==> src/rtl/affine_addr_gen.sv <==
// affine_addr_gen: N-dimensional affine address walker (dim 0 innermost).
// Emits offset + sum(idx[d]*stride[d]) on a valid/ready stream, one per beat.
//
// Ports:
//   clk, rst             clock, async active-high reset
//   start, abort         launch a job (IDLE only) / cancel a running job
//   cfg_offset           base address
//   cfg_extent           per-dim trip counts, dim d at [d*CNT_W +: CNT_W]
//   cfg_stride           per-dim signed strides, dim d at [d*ADDR_W +: ADDR_W]
//   addr, addr_valid     address stream, accepted when addr_ready is high
//   addr_last, dim_wrap  final-beat flag and per-dim loop-close flags
//   busy, done           job running / one-cycle completion pulse
module affine_addr_gen #(
    parameter int DIMS   = 3,
    parameter int ADDR_W = 16,
    parameter int CNT_W  = 16
) (
    input  logic                   clk,
    input  logic                   rst,
    input  logic                   start,
    input  logic                   abort,
    input  logic [ADDR_W-1:0]      cfg_offset,
    input  logic [DIMS*CNT_W-1:0]  cfg_extent,
    input  logic [DIMS*ADDR_W-1:0] cfg_stride,
    output logic [ADDR_W-1:0]      addr,
    output logic                   addr_valid,
    input  logic                   addr_ready,
    output logic                   addr_last,
    output logic [DIMS-1:0]        dim_wrap,
    output logic                   busy,
    output logic                   done
);

    typedef enum logic {IDLE, RUN} state_t;

    state_t state, state_nxt;

    logic [CNT_W-1:0]  ext_q    [DIMS];
    logic [ADDR_W-1:0] stride_q [DIMS];
    logic [CNT_W-1:0]  idx_q    [DIMS];
    logic [ADDR_W-1:0] base_q   [DIMS];
    logic              done_q;

    logic [DIMS-1:0]   at_end;
    logic [DIMS-1:0]   raw_wrap;
    logic [DIMS-1:0]   step;
    logic [ADDR_W-1:0] nb;
    logic              acc;
    logic              run;
    logic              beat;
    logic              last;
    logic              empty;

    assign run  = (state == RUN);
    assign beat = run & addr_ready;
    assign last = raw_wrap[DIMS-1];

    // step[d] marks the lowest dim not at its end (the one that advances);
    // raw_wrap[d] is the running AND of at_end[0..d].
    always_comb begin
        at_end   = '0;
        raw_wrap = '0;
        step     = '0;
        nb       = '0;
        acc      = 1'b1;
        for (int d = 0; d < DIMS; d++) begin
            at_end[d]   = (idx_q[d] == ext_q[d] - CNT_W'(1));
            step[d]     = acc & ~at_end[d];
            acc         = acc & at_end[d];
            raw_wrap[d] = acc;
        end
        for (int d = 0; d < DIMS; d++) begin
            if (step[d]) begin
                nb = base_q[d] + stride_q[d];
            end
        end
    end

    always_comb begin
        empty = 1'b0;
        for (int d = 0; d < DIMS; d++) begin
            if (cfg_extent[d*CNT_W +: CNT_W] == '0) begin
                empty = 1'b1;
            end
        end
    end

    always_ff @(posedge clk or posedge rst) begin
        if (rst) begin
            state <= IDLE;
        end else begin
            state <= state_nxt;
        end
    end

    always_comb begin
        state_nxt = state;
        unique case (state)
            IDLE: begin
                if (start && !empty) begin
                    state_nxt = RUN;
                end
            end
            RUN: begin
                if (abort || (beat && last)) begin
                    state_nxt = IDLE;
                end
            end
            default: state_nxt = IDLE;
        endcase
    end

    always_ff @(posedge clk or posedge rst) begin
        if (rst) begin
            done_q <= 1'b0;
            for (int d = 0; d < DIMS; d++) begin
                ext_q[d]    <= '0;
                stride_q[d] <= '0;
                idx_q[d]    <= '0;
                base_q[d]   <= '0;
            end
        end else begin
            done_q <= 1'b0;
            if (!run) begin
                if (start) begin
                    done_q <= empty;
                    for (int d = 0; d < DIMS; d++) begin
                        ext_q[d]    <= cfg_extent[d*CNT_W +: CNT_W];
                        stride_q[d] <= cfg_stride[d*ADDR_W +: ADDR_W];
                        idx_q[d]    <= '0;
                        base_q[d]   <= cfg_offset;
                    end
                end
            end else if (!abort && beat) begin
                if (last) begin
                    done_q <= 1'b1;
                end else begin
                    // Dims below the advancing one restart at its new base.
                    for (int d = 0; d < DIMS; d++) begin
                        if (step[d]) begin
                            idx_q[d]  <= idx_q[d] + CNT_W'(1);
                            base_q[d] <= nb;
                        end else if (raw_wrap[d]) begin
                            idx_q[d]  <= '0;
                            base_q[d] <= nb;
                        end
                    end
                end
            end
        end
    end

    assign addr       = base_q[0];
    assign addr_valid = run;
    assign busy       = run;
    assign done       = done_q;
    assign dim_wrap   = run ? raw_wrap : '0;
    assign addr_last  = &dim_wrap;

endmodule

==> config.mk <==
export PLATFORM = sky130hd
export DESIGN_NAME = affine_addr_gen
export DESIGN_NICKNAME = d
export VERILOG_FILES = /design/src/rtl/affine_addr_gen.sv
export SDC_FILE = /design/constraint.sdc
export NUM_CORES = 1
export LEC_CHECK = 0
export CORE_MARGIN = 2
export CORE_UTILIZATION = 52
export DETAILED_ROUTE_END_ITERATION = 10
export GPL_ROUTABILITY_DRIVEN = 0
export PLACE_DENSITY_LB_ADDON = 0.15
export SYNTH_ARGS = -nofsm -noshare
export SYNTH_HDL_FRONTEND = slang
export SYNTH_SLANG_ARGS = --single-unit
==> constraint.sdc <==
create_clock -name clk -period 7.4 [get_ports clk]
set_input_delay 2.22 -clock clk [delete_from_list [all_inputs] [get_ports clk]]
set_output_delay 2.22 -clock clk [all_outputs]
set_load 0.05 [all_outputs]
# Word-level counts from Yosys, hierarchy flattened
# Cells that the tools add are included.
dict set report word_totals {
  register_bits 194
  inputBits 117
  elab_cells 82
}
dict set report op_classes {
  n_addsub 9
  n_eq_ne 7
  mux 29
  bitwise 8
  reduce_logical 15
}
# op count
set ops {}
lappend ops {{48-bit 2-to-1 mux} 8}
lappend ops {{16-bit 2-to-1 mux} 10}
lappend ops {{16-bit by 1-bit adder with 16-bit output, second input constant} 3}
lappend ops {{16-bit adder} 3}
lappend ops {{16-bit equality test} 3}
lappend ops {{16-bit zero test} 3}
lappend ops {{16-bit by 1-bit subtractor with 16-bit output, second input constant} 3}
lappend ops {{1-bit 2-to-1 mux} 9}
lappend ops {{4-bit AND reduction} 2}
lappend ops {{3-bit AND reduction} 2}
lappend ops {{1-bit AND} 5}
lappend ops {{2-bit by 1-bit inequality test with 1-bit output, second input constant} 2}
lappend ops {{1-bit logical AND} 3}
lappend ops {{3-bit 2-to-1 mux} 1}
lappend ops {{3-bit by 1-bit inequality test with 1-bit output, second input constant} 1}
lappend ops {{1-bit NOT} 3}
lappend ops {{1-bit zero test} 2}
lappend ops {{2-bit inequality test, second input constant} 1}
lappend ops {{1-bit one-hot mux with 2 select lines} 1}
lappend ops {{2-bit AND reduction} 1}
lappend ops {{2-bit nonzero test} 1}
lappend ops {{1-bit logical OR} 1}

# Depth between registers and ports, before layout
# Gate-level depths: netlist (run 1).
dict set report depth {
  ltp_word 11
  depth_mapped 17
  depth_no_buf 12
}

# Worst setup path after synthesis (run 1)
# No wires, ideal clock.
dict set report synth_timing {
  path_type {register -> output}
  startpoint {reg ext_q[32] in the netlist's numbering}
  endpoint {out dim_wrap[2]}
  t_arrival_ns 4.518
  setup_slack_ns 0.662
  path_stages_with_launch 13
  cell_sequence {dfrtp_1 -> clkbuf_1 -> inv_1 -> ha_1 -> or4b_1 -> clkbuf_1 -> nor3_2 -> nand2_1 -> xnor2_1 -> or4_1 -> clkbuf_1 -> or4_1 -> nor4_1}
}
dict set report synth_between {
  elab_chain_cells 5
}
# item line
set synth_rtl {}
lappend synth_rtl {{from (decl)} 38} ;# logic [CNT_W-1:0] ext_q [DIMS];
lappend synth_rtl {{from (signal, indexed assignment)} 128} ;# ext_q[d] <= cfg_extent[d*CNT_W +: CNT_W];
lappend synth_rtl {{16-bit by 1-bit subtractor with 16-bit output} 67} ;# at_end[d] = (idx_q[d] == ext_q[d] - CNT_W'(1));
lappend synth_rtl {{16-bit equality test} 67}
lappend synth_rtl {{1-bit AND (2 in series)} 69} ;# acc = acc & at_end[d];
lappend synth_rtl {{3-bit 2-to-1 mux} 157} ;# assign dim_wrap = run ? raw_wrap : '0;
lappend synth_rtl {{to (decl)} 29} ;# output logic [DIMS-1:0] dim_wrap,
# No other way between the ends.

# Worst setup path after layout (run 1)
dict set report layout_timing {
  startpoint {reg ext_q[33] in the netlist's numbering}
  endpoint {out dim_wrap[2]}
}
# The elaborated chain is that of the path after synthesis.

==> impl_metrics.ini, run 1 <==
[outcome]
status = complete, no violations

[cts]
insertion_delay_ns = 0.45
postCtsHoldBufs = 0
clk_pin_slew_ns = 0.07
clk_path_buf_depth = 2
cts_root_buffer = clkbuf_16
cts_tree = done
postCtsSetupRepairBufs = 0
clock_sinks = 194
htree_levels = 4
cts_buffers = 17
postCtsResizedCells = 0

[run]
maxCapViolCount = 0

[power_and_ir_drop]
irDropWorstVdd_uv = 222
power.density_nw_per_um2 = 322
p_leak_nw = 6.35

[worst_setup_path]
cp.arrival_ns = 4.84
path_max_fanout = 7
worst_setup_path_start_kind = flip-flop
max_stage_delay_ns = 0.87
criticalPathCategory = reg -> out
cp_cell_sequence = inv_1, ha_1, or4b_1, nor3_2, nand2_1, xnor2_1, or4_1, or4_1, nor4_1, clkdlybuf4s50_1
required_ns = 5.18
endpoint_kind = output pin
timing.critical_path.max_delay_family = simple AND/OR/NAND/NOR gates
crit_buf_inv = 2
cpMaxStageDelayCell = clkdlybuf4s50_1
cpMostUsedCell = or4_1

[synth]
yosys-top-cells-count = 354 x nand2_1, 194 x dfrtp_1, 68 x nor2_1, 61 x a21oi_1, 59 x xnor2_1
synth_top_flop_cell = dfrtp_1
synth-edff-count = 0
synth_area_leaders = dfrtp_1 38%, nand2_1 10%, ha_1 5.0%
yosys.area.top_type = dfrtp_1
synth-seq-cells = 194
yosysMostFrequentCell = nand2_1
syn_area_um2 = 12800
synthCells = 1510
yosysWarningCount = 0
synthDominantCellAreaShare_pct = 37.9
syn_avg_cell_area_um2 = 8.49
yosysSeqAreaShare_pct = 37.9
syn_nets = 1681
async_flop_share_pct = 100
yosysUniqueCellTypes = 86

[route]
dr.pass1.iters = 5
vias = 11673
viasPerCell = 6.03
routed_wl_mm = 35.2
drt_iter0_markers = 940
remaining_drc_errors = 0
wl_per_cell_um = 18.2
final_antenna_net_count = 0

[finish]
drive_gt1_share_pct = 6.45
fin_area_um2 = 14900
fin_nets = 1771
diodes = 0
stdcell_count = 1936
syn2layout_area_growth_pct = 16.4

[timing]
rsz0062_at_grt = false
period_share_pct = 95.4
worstMarginPinSlew_ns = 1.19
setup_viol_count_final = 0
final_hold_viol_count = 0
max_slew_margin_pct = 20.9
finalSetupTns_ns = 0
fin_crit_ns = 7.06
fin_worst_skew_ns = 0.0148
fmax_ghz = 0.142
drv_slew = 0
whs_ns = 0.480

[floorplan]
rows = 57
dieWidth_um = 161
core_um2 = 24200
dieHeight_um = 161
start_util_pct = 52.9
io_pins = 140
dieArea_um2 = 25900

[placement]
port_buffers = 139
dp_hpwl_mm = 25.2
dpl_cell_area_um2 = 14300
dp_cells = 1905

[hold_path]
holdCritPathClass = reg -> reg

[global_routing]
grt_pass1_wl_mm = 57.5
grt_max_degree = 153
grt.overflow.total = 0
grt_usage_pct = 27.5
antenna_found_initial = 1
grt_pass1_vias = 11183
state kept, by name, summed over array words and instances, names as in the netlist:
signal	cells
base_q	32
ext_q	48
stride_q	48
addr_valid	1
done	1
idx_q	48
addr	16
routing by layer:
| metal | global-route usage, % | wire, um | up-vias |
|---|---|---|---|
| met2 | 45.4 | 16400 | 383 |
| met1 | 38.1 | 16000 | 5625 |
| li1 | - | - | 5622 |
| met3 | 4.06 | 2160 | 43 |
| met5 | 0 | 0 | - |
| met4 | 7.79 | 636 | 0 |
through the flow:
| step | util [%] | power, mW | setup WS [ns] |
|---|---|---|---|
| 2_1_floorplan | - | 3.32 | 0.662 |
| 3_3_place_gp | 59.2 | 3.80 | 0.875 |
| 3_5_place_dp | 59.2 | 3.84 | 0.819 |
| 4_1_cts | 61.5 | 4.79 | 0.340 |
| 5_1_grt | 61.5 | 5.14 | 0.0712 |
| 6_report | 61.5 | 4.80 | 0.341 |
cell usage in the layout, fill, tap and decap left out, types with 11 or more instances in the layout:
| master | synthesis | layout |
|---|---|---|
| nand2_1 | 354 | 353 |
| dfrtp_1 | 194 | 194 |
| clkdlybuf4s50_1 | 0 | 139 |
| nor2_1 | 68 | 68 |
| a21oi_1 | 61 | 60 |
| xnor2_1 | 59 | 59 |
| o21ai_0 | 55 | 55 |
| ha_1 | 51 | 51 |
| nor3_1 | 44 | 44 |
| o31ai_1 | 44 | 44 |
| nand3_1 | 36 | 36 |
| nor4_1 | 34 | 34 |
| o21ai_1 | 28 | 28 |
| inv_1 | 28 | 27 |
| xor2_1 | 25 | 25 |
| nand4_1 | 23 | 23 |
| a31oi_1 | 23 | 23 |
| or3_1 | 18 | 18 |
| or4_1 | 17 | 17 |
| clkbuf_16 | 0 | 17 |
| buf_4 | 20 | 17 |
| a211oi_1 | 15 | 15 |
| and3_1 | 15 | 15 |
| o21a_1 | 15 | 15 |
| or2_2 | 14 | 14 |
| a21o_1 | 13 | 13 |
| nor2b_1 | 13 | 12 |
| mux2_2 | 11 | 11 |
worst min-delay path: stages, from the launching register on:
cell	delay [ns]
dfrtp_1	0.35
nand2_1	0.05
nand2_1	0.05
logic make-up (layout without fill, tap and decap cells):
group                      count (synthesis)  count (layout)  synth area share [%]
AOI/OAI and AO/OA                        338             338                  18.0
adders and majority gates                 54              54                  5.45
and+or+nand+nor                          693             693                  25.8
buffers and inverters                    115             217                  4.28
DFF                                      194             194                  37.9
muxes                                     32              32                  2.89
xor gates and xnor gates                  84              84                  5.74
worst paths after layout:
path / to / from / depth (start not counted) / slack (ns)
max: dim_wrap[2] / ext_q[33]$_DFFE_PP0P_ / 10 / 0.34
min: stride_q[39]$_DFFE_PP0P_ / stride_q[39]$_DFFE_PP0P_ / 2 / 0.48
max reg2reg: base_q[8]$_DFFE_PP0P_ / ext_q[21]$_DFFE_PP0P_ / 9 / 2.77
min reg2reg: stride_q[39]$_DFFE_PP0P_ / stride_q[39]$_DFFE_PP0P_ / 2 / 0.48
max in group asynchronous: stride_q[9]$_DFFE_PP0P_ / rst / 3 / 3.75
min in group asynchronous: ext_q[45]$_DFFE_PP0P_ / rst / 2 / 2.33
where the power goes:
| part | leakage, nW | internal (mW) | switching [mW] |
|---|---|---|---|
| clock | 0.269 | 0.475 | 0.448 |
| combinational | 3.63 | 0.990 | 1.35 |
| sequential | 2.45 | 1.30 | 0.236 |
cell type report:
cell class	count	area, um^2
fillers	2150	9330
multi-input cells	1201	7430
flip-flops and latches	194	4850
repair buffers	157	1540
clock buffers	18	429
well taps	324	405
clock inverters	13	141
inverters	29	113
(Power assumes the default switching activity.)
==> run 2: changes to the inputs <==
--- a/config.mk
+++ b/config.mk
@@ -5,7 +5,6 @@
 export SDC_FILE = /design/constraint.sdc
 export NUM_CORES = 1
 export LEC_CHECK = 0
-export CORE_MARGIN = 2
 export CORE_UTILIZATION = 52
 export DETAILED_ROUTE_END_ITERATION = 10
 export GPL_ROUTABILITY_DRIVEN = 0
==> run 2 against run 1 <==
Core utilization up 0.10 points. Flip-flop and latch count unchanged. Die area down 2.5%. Combinational power is essentially flat. First-iteration DRC count is 12% higher. Final area is 0.17% higher.
==> impl_metrics.ini, run 2 (synthesis results as in run 1) <==
[outcome]
status = complete, no violations

[placement]
port_buffers = 139
dp_hpwl_mm = 24.8
dp_cells = 1904

[route]
routed_wl_mm = 35.0
wl_per_cell_um = 18.1
viasPerCell = 6.05
remaining_drc_errors = 0
final_antenna_net_count = 0
vias = 11706
drt_iter0_markers = 1051
dr.pass1.iters = 5

[finish]
largestRegisters = ext_q (48), idx_q (48), stride_q (48)
final-seq-area_um2 = 4850
postLayoutCoreUtil_pct = 61.6
fill_cells = 2162
stdcell_count = 1936
fin_nets = 1770
diodes = 0
layout_commonest_cell = nand2_1
syn2layout_area_growth_pct = 16.6
multi_input_area_um2 = 7430
most-common-layout-cells = 353 x nand2_1, 194 x dfrtp_1, 139 x clkdlybuf4s50_1
drive_gt1_share_pct = 6.45

[timing]
drv_slew = 0
max_slew_margin_pct = 23.7
finalSetupTns_ns = 0
rsz0062_at_grt = false
setup_viol_count_final = 0
worstMarginPinSlew_ns = 1.14
fin_crit_ns = 7.12
final_hold_viol_count = 0
fin_worst_skew_ns = 0.0111
period_share_pct = 96.2
fmax_ghz = 0.140

[cts]
clock_sinks = 194
htree_levels = 4
insertion_delay_ns = 0.44
postCtsResizedCells = 0
cts_buffers = 17
cts_root_buffer = clkbuf_16
postCtsSetupRepairBufs = 0
postCtsHoldBufs = 0
clk_path_buf_depth = 2
clk_pin_slew_ns = 0.08
cts_tree = done

[worst_setup_path]
ff2ff_path_depth = 11
path_max_fanout = 7
reg2reg_slack_ns = 2.64
endpoint_kind = output pin
cp.arrival_ns = 4.90
cp-endpoint = dim_wrap[2]
required_ns = 5.18
criticalPathCategory = reg -> out
worst_setup_path_start_kind = flip-flop
reg2reg_to = idx_q[11]$_DFFE_PP0P_
crit_start = ext_q[32]$_DFFE_PP0P_
worstReg2RegStart = ext_q[32]$_DFFE_PP0P_

[floorplan]
dieHeight_um = 159
rows = 57
io_pins = 140
dieWidth_um = 159
start_util_pct = 52.9
dieArea_um2 = 25300
core_um2 = 24200

[global_routing]
grt_max_degree = 143
grt_usage_pct = 28.3
antenna_found_initial = 0
grt.overflow.total = 0
grt_pass1_wl_mm = 57.4
grt_pass1_vias = 11168

[power_and_ir_drop]
p_leak_nw = 6.37
irDropWorstVdd_uv = 210
power.density_nw_per_um2 = 324

[hold_path]
holdCritPathClass = reg -> reg

[run]
maxCapViolCount = 0
==> run 2: changes by cell type in the layout (fill, tap and decap cells not counted) <==
cell / previous run / this run
inv_6: 6 / 3
clkbuf_8: 0 / 2
buf_4: 17 / 16
bufinv_16: 1 / 2
clkinv_2: 0 / 1
clkinv_4: 1 / 2
clkinv_8: 1 / 0
clkinvlp_4: 4 / 3
inv_8: 1 / 2
==> run 2: final cells by class <==
class | count | share of cell area, %
multi-input combinational | 1201 | 49.7
timing repair buffer | 156 | 10.3
sequential | 194 | 32.5
clock inverter | 12 | 0.980
inverter | 29 | 0.754
tap | 324 | 2.71
clock buffer | 20 | 3.06
==> run 2: how the worst min path moves through the flow <==
stage / start / end / slack, ns / cells past startpoint
final: stride_q[40]$_DFFE_PP0P_ / stride_q[40]$_DFFE_PP0P_ / 0.48 / 2
after global routing: stride_q[40]$_DFFE_PP0P_ / stride_q[40]$_DFFE_PP0P_ / 0.50 / 2
after CTS: stride_q[40]$_DFFE_PP0P_ / stride_q[40]$_DFFE_PP0P_ / 0.49 / 2
after detailed placement: stride_q[40]$_DFFE_PP0P_ / stride_q[40]$_DFFE_PP0P_ / 0.47 / 2
after global placement: stride_q[41]$_DFFE_PP0P_ / stride_q[41]$_DFFE_PP0P_ / 0.46 / 2
after floorplan: stride_q[32]$_DFFE_PP0P_ / stride_q[32]$_DFFE_PP0P_ / 0.45 / 2
==> run 2: critical path, stage by stage, from the launching register on <==
cell and delay [ns]:
dfrtp_1 0.48, inv_1 0.11, ha_1 0.24, or4b_1 0.61, nor3_2 0.22, nand2_1 0.10
xnor2_1 0.13, or4_1 0.63, or4_1 0.63, nor4_1 0.41, clkdlybuf4s50_1 0.87
==> run 2: per-stage QoR <==
step | instance area [um^2] | setup WS, ns | hold slack (ns) | power (mW)
floorplan | 12800 | 0.662 | 0.450 | 3.32
global placement | 14300 | 0.859 | 0.464 | 3.80
detailed placement | 14300 | 0.806 | 0.469 | 3.84
CTS | 14900 | 0.305 | 0.486 | 4.83
global route | 14900 | 0.0479 | 0.500 | 5.18
finish | 14900 | 0.282 | 0.483 | 4.84
==> run 2: power breakdown <==
| part | total [mW] | switching (mW) | leakage, nW | internal (mW) |
|---|---|---|---|---|
| clock | 0.965 | 0.440 | 0.291 | 0.525 |
| combinational | 2.34 | 1.35 | 3.62 | 0.990 |
| sequential | 1.54 | 0.234 | 2.45 | 1.30 |
| total | 4.84 | 2.02 | 6.37 | 2.82 |
==> run 2: per-layer routing <==
metal  routed length (um)  track usage, %  vias up  share of wire, %
li1                     -               -     5626                 -
met5                    0               0        -                 0
met1                16000            40.1     5609                46
met2                16100            45.8      417                46
met3                 2180            3.65       54               6.2
met4                  723            7.78        0               2.1
